**config.mk**
```make
export PLATFORM = sky130hd
export DESIGN_NAME = ha_bist
export DESIGN_NICKNAME = d
export VERILOG_FILES = /design/src/rtl/ha_pkg.sv /design/src/rtl/ha_bist.sv
export SDC_FILE = /design/constraint.sdc
export NUM_CORES = 1
export LEC_CHECK = 0
export ABC_AREA = 1
export CAP_MARGIN = 20
export CORE_MARGIN = 2
export CORE_UTILIZATION = 45
export DETAILED_ROUTE_END_ITERATION = 10
export GPL_ROUTABILITY_DRIVEN = 0
export PLACE_DENSITY = 0.74
export SYNTH_ARGS = -nofsm -noshare
export SYNTH_HDL_FRONTEND = slang
export SYNTH_SLANG_ARGS = --single-unit
```
**constraint.sdc**
```tcl
create_clock -name clk -period 2.1 [get_ports clk]
set_input_delay 0.525 -clock clk [delete_from_list [all_inputs] [get_ports clk]]
set_output_delay 0.525 -clock clk [all_outputs]
set_load 0.03 [all_outputs]
```
**src/rtl/ha_pkg.sv**
```systemverilog
// ha_pkg: shared state encoding and golden half-adder model for ha_bist.
package ha_pkg;
  typedef enum logic [1:0] {IDLE, DRIVE, CHECK, DONE} state_t;
  localparam int NUM_VEC = 4;
  function automatic logic exp_c(input logic [1:0] v);
    return v[1] & v[0];
  endfunction
  function automatic logic exp_s(input logic [1:0] v);
    return v[1] ^ v[0];
  endfunction
endpackage

```
**src/rtl/ha_bist.sv**
```systemverilog
// ha_bist: drives all four half-adder vectors LOOPS times and tallies mismatches.
module ha_bist
  import ha_pkg::*;
#(
  parameter int SETTLE = 2,
  parameter int LOOPS  = 1,
  parameter int ERR_W  = 8
) (
  input  logic             clk,
  input  logic             rst_n,
  input  logic             start,
  output logic             dut_a,
  output logic             dut_b,
  input  logic             dut_c,
  input  logic             dut_s,
  output logic             busy,
  output logic             done,
  output logic             pass,
  output logic [ERR_W-1:0] err_count,
  output logic [3:0]       fail_vec
);
  localparam int SW = $clog2(SETTLE + 1);
  localparam int LW = $clog2(LOOPS + 1);
  state_t        st;
  logic [1:0]    idx;
  logic [LW-1:0] loop;
  logic [SW-1:0] cnt;
  logic          mis, last;
  assign mis  = (dut_c != exp_c(idx)) || (dut_s != exp_s(idx));
  assign last = (idx == 2'(NUM_VEC - 1)) && (loop == LW'(LOOPS - 1));
  always_ff @(posedge clk or negedge rst_n)
    if (!rst_n) begin
      st        <= IDLE;
      idx       <= '0;
      loop      <= '0;
      cnt       <= '0;
      dut_a     <= 1'b0;
      dut_b     <= 1'b0;
      busy      <= 1'b0;
      done      <= 1'b0;
      pass      <= 1'b0;
      err_count <= '0;
      fail_vec  <= '0;
    end else begin
      case (st)
        IDLE, DONE:
          if (start) begin
            st           <= DRIVE;
            idx          <= '0;
            loop         <= '0;
            cnt          <= '0;
            {dut_a, dut_b} <= 2'b00;
            busy         <= 1'b1;
            done         <= 1'b0;
            pass         <= 1'b0;
            err_count    <= '0;
            fail_vec     <= '0;
          end
        DRIVE: begin
          cnt <= cnt + 1'b1;
          if (cnt == SW'(SETTLE - 1)) begin
            st  <= CHECK;
            cnt <= '0;
          end
        end
        CHECK: begin
          if (mis) begin
            err_count     <= (err_count == '1) ? err_count : err_count + 1'b1;
            fail_vec[idx] <= 1'b1;
          end
          if (last) begin
            st             <= DONE;
            {dut_a, dut_b} <= 2'b00;
            busy           <= 1'b0;
            done           <= 1'b1;
            pass           <= (err_count == '0) && !mis;
          end else begin
            st             <= DRIVE;
            idx            <= idx + 2'd1;
            loop           <= (idx == 2'(NUM_VEC - 1)) ? loop + 1'b1 : loop;
            {dut_a, dut_b} <= idx + 2'd1;
          end
        end
        default: st <= IDLE;
      endcase
    end
endmodule

```
Word level (Yosys, flattened, before mapping) --
Cells that the tools add are included.
Storage, ports and cells: bits of input ports 5, output and inout port bits 17, bits in registers 24, logic and storage cells 87
Operators by class: eq/ne operators 15, mux-type cells 33, magnitude comparators 2, reductions and logical operators 18, bitwise gates (word level) 4, add/subtract/negate cells 4
Operators by type and width (count):
- $mux W8 | 3
- $pmux W8 S2 | 1
- $ne A2 B2 Y1 const B | 7
- $mux W2 | 6
- $pmux W1 S2 | 6
- $mux W1 | 10
- $reduce_and A3 Y1 | 3
- $add A8 B1 Y8 const B | 1
- $eq A8 B8 Y1 const B | 1
- $logic_not A8 Y1 | 1
- $mux W4 | 2
- $pmux W2 S2 | 2
- $pmux W4 S2 | 1
- $reduce_and A4 Y1 | 2
- $eq A2 B2 Y1 const B | 3
- $pmux W2 S3 | 1
- $reduce_and A2 Y1 | 3
- $add A2 B1 Y2 const B | 2
- $eq A2 B1 Y1 const B | 2
- $or A4 B4 Y4 | 1
- $reduce_bool A2 Y1 | 2
- $logic_and A1 B1 Y1 | 3
- $lt A2 B3 Y1 const B | 1
- $demux W1 S2 | 1
- 10 further kinds | 11

Depth between registers and ports, before layout --
depth in word-level cells 7, depth in mapped cells 10, gate-level depth less buffers 10

Worst setup path after synthesis --
No wires, ideal clock.
path kind reg2reg, start point register st[0], end point register err_count[4], arrival 1.448 ns, path buffers 1, path slack 0.529 ns, data required time 1.976 ns, stages on the path, launching flop included 10, cell sequence dfrtp_1 > inv_1 > ha_1 > nand2_2 > o21ai_2 > inv_1 > nand3_2 > buf_6 > nand2_1 > o21ai_2
On the way: longest elaborated chain between the ends 4, elaborated cells on any way between the ends 10, classes of those cells eq/ne: 5; mux: 1; reduce/logical: 4
RTL lines:
- start: declaration | RTL line ha_bist.sv:24 | state_t st;
- start signal: assignment | RTL line ha_bist.sv:33 | st <= IDLE;
- start signal: assignment | RTL line ha_bist.sv:48 | st <= DRIVE;
- start signal: assignment | RTL line ha_bist.sv:62 | st <= CHECK;
- $eq A2 B2 Y1 or $logic_not A2 Y1 (tied branches) | RTL line ha_bist.sv:45 | case (st)
- $reduce_or A2 Y1 | RTL line ha_bist.sv:45
- $ne A2 B2 Y1 (no line) or $reduce_bool A2 Y1 (tied branches)
- $reduce_and A4 Y1 (no line)
- end signal: assignment | RTL line ha_bist.sv:68 | err_count <= (err_count == '1) ? err_count : err_count + 1'b1;
- end: declaration | RTL line ha_bist.sv:19 | output logic [ERR_W-1:0] err_count,
Several ways; a longest one is shown, not always the timed one. A chain may end at the register's enable or synchronous reset.

Worst setup path after layout --
start point register err_count[5], end point output port err_count[5]
No word-level cell between the ends.

==> metrics.md <==
| Metric | Value |
|---|---|
| Status | complete, no violations |
| Met3 Usage GRT | 1.97% |
| Die X | 59.1 um |
| Seq/Total Area, Yosys | 44.0% |
| Slowest stage cell, crit path | clkdlybuf4s50_1 |
| Layout cells sized above 1 | 7.07% |
| Row cnt | 19 |
| Crit end category | primary output |
| Synth unique cells | 21 |
| Area growth syn-to-layout | 19.9% |
| Crit share post-route | 96.3% |
| WP buf/inv | 1 |
| WP data required | 1570 ps |
| Slowest stage delay, CP | 710 ps |
| Fin util | 57.9% |
| Grt met1 use | 20.4% |
| YS warnings | 0 |
| CP Cell Sequence | clkdlybuf4s50_1 |
| Setup Viol. Count Final | 0 |
| Total CTS buffers | 3 |
| Vias in the first global route | 1127 |
| Normalized max-slew margin | 79.1% |
| Fin crit period | 2020 ps |
| Startpoint Class | flip-flop |
| Area of the mapped netlist | 1370 um2 |
| Gr busiest metal | met2 |
| Leak pwr | 0.782 nW |
| Fin Clk Skew | 3.08 ps |
| I/O pin count | 22 |
| First-pass GRT wire length | 4.57 mm |
| Max-Cap Viols | 0 |
| Mapped Nets | 189 |
| Synth top area cells | dfrtp_1 (44%), nand2_1 (12%), ha_1 (9.2%) |
| Hold Vio Cnt, Final | 0 |
| Root Buffer | clkbuf_4 |
| Flop2flop setup slack | 320 ps |
| Total number of vias | 1182 |
| Worst path arrival time | 1500 ps |
| Post-Syn Instances | 174 |
| Drt wl/cell | 11.8 um |
| Largest net degree at the start of global routing | 25 |
| Ant diodes | 0 |
| RSZ-0062 raised after global routing | false |
| Final WL | 2.71 mm |
| Layout Nets | 215 |
| Tightest Pin Transition | 312 ps |
| # hold bufs at CTS | 0 |
| CTS tree | yes |
| DR DRC count | 0 |
| GRT Total Usage | 17.1% |
| Hold crit path type | reg2reg |
| Worst Hold End | done |
| 1st-iter DRT viols | 32 |
| Starting Density | 48.3% |
| Met2 Use GR | 30.3% |
| Post-cts resize count | 0 |
| Min-delay src | done |
| Worst VDD drop | 0.000731 V |
| GRT Residual Overflow | 0 |
| Skew-Pair Late Insertion Delay | 320 ps |
| Worst-case clock buffer depth | 2 |
| Number of post-CTS setup repair buffers | 0 |
| Die Ht | 59.1 um |
| Most frequent cells in the layout | nand2_1 (43), inv_1 (25), dfrtp_1 (24), o21ai_0 (23), clkdlybuf4s50_1 (21) |
| Largest area contributor in the netlist | dfrtp_1 |
| Initial antenna violation count | 0 |
| Pwr dens | 1020 nW/um2 |
| RR Startpoint | st[0] |
| CTS sink count | 24 |
| Commonest non-fill, non-tap cell in the layout | nand2_1 |
| Top cell type's share of synthesized area | 44.0% |
| Pre-antenna DRT Iters | 4 |
| DP HPWL | 2.04 mm |
| Clock transition at path regs | 120 ps |
| #FFs+latches synth | 24 |
| Filler Cell Count | 252 |
| Crit path max-delay family | buffers and inverters |
| Post-DRT Antenna Nets | 0 |
| Die area | 3490 um2 |
| Fmax | 494 MHz |
| Post-route setup TNS | 0 ps |
| Reg-to-reg critical path endpoint | err_count[7] |
| Pins Over Slew Limit | 0 |
| Synth Area per Inst | 7.85 um2 |
| Setup CP Type | reg2out |
| Port-buffer cells | 21 |
| Crit-path max FO | 7 |
| Core Area | 2830 um2 |
| Worst Reg-to-Reg Cells | 7 |
| Hold Path Depth | 2 |
| Via-to-Cell Ratio | 5.16 |
| Htree depth | 1 |
where the power goes:
group / internal (mW) / switching (mW) / leakage, nW
Clock: 0.0674 / 0.139 / 0.0138
Combinational: 0.280 / 0.575 / 0.446
Sequential: 0.550 / 0.0670 / 0.322
synth_stat cells:
cell type  number
nand2_1        43
inv_1          25
dfrtp_1        24
o21ai_0        23
nor2_1         16
nand3_1        11
ha_1           10
a21oi_1         6
o21ai_2         3
nand3_2         2
a21oi_2         1
buf_6           1
clkbuf_1        1
inv_2           1
nand2_2         1
nand4_1         1
nor2_4          1
nor3_1          1
o211ai_1        1
o21a_1          1
o21bai_1        1
cell families after synthesis:
family,count (synthesis),share of synthesized area (%)
buf+inv,28,8.24
compound gates,36,14.8
fa+ha+maj,10,9.16
flops,24,44.0
simple gates,76,23.8
per-stage QoR:
step | std cells | cell area [um2] | hold WS, ps | setup WS (ps) | power [mW]
after floorplan | 174 | 1370 | 229 | 529 | 1.28
after global placement | 226 | 1620 | 458 | 194 | 1.46
after detailed placement | 226 | 1620 | 467 | 145 | 1.48
after CTS | 229 | 1640 | 501 | 68.0 | 1.69
after global routing | 229 | 1640 | 531 | 7.51 | 1.82
final | 229 | 1640 | 497 | 76.7 | 1.68
registers in the layout (all words and copies together), names as in the netlist, 2 cells and up:
register	flops
err_count	8
cnt	2
idx	2
st	2
fail_vec	4
final cells by class:
cell class	count	area, um2	share of cell area [%]
Clock buffer	3	22.5	1.38
Tap cell	31	38.8	2.37
Inverter	26	97.6	5.96
Sequential cell	24	601	36.7
Multi-Input combinational cell	122	653	39.9
Timing Repair Buffer	23	225	13.8
worst reg2reg max path: stages (launching register included):
cell     delay [ps]
dfrtp_1         410
inv_1            60
ha_1            350
nand2_2         140
o21ai_2         110
inv_1           100
nand3_2         260
o21ai_0         270
worst max-delay path by stage:
stage                 start           end  slack, ps  cells after the start
6_report       err_count[5]  err_count[5]         80                      1
5_1_grt        err_count[5]  err_count[5]          8                      1
4_1_cts        err_count[5]  err_count[5]         70                      1
3_5_place_dp          start  err_count[7]        150                      7
3_3_place_gp          start  err_count[7]        190                      8
2_1_floorplan         st[0]  err_count[4]        530                      9
metal layers:
metal,vias to the layer above,wire [um]
met3,7,80
met1,547,1240
met5,-,0
li1,604,-
met4,0,65
met2,24,1330
(Power assumes the default switching activity.)
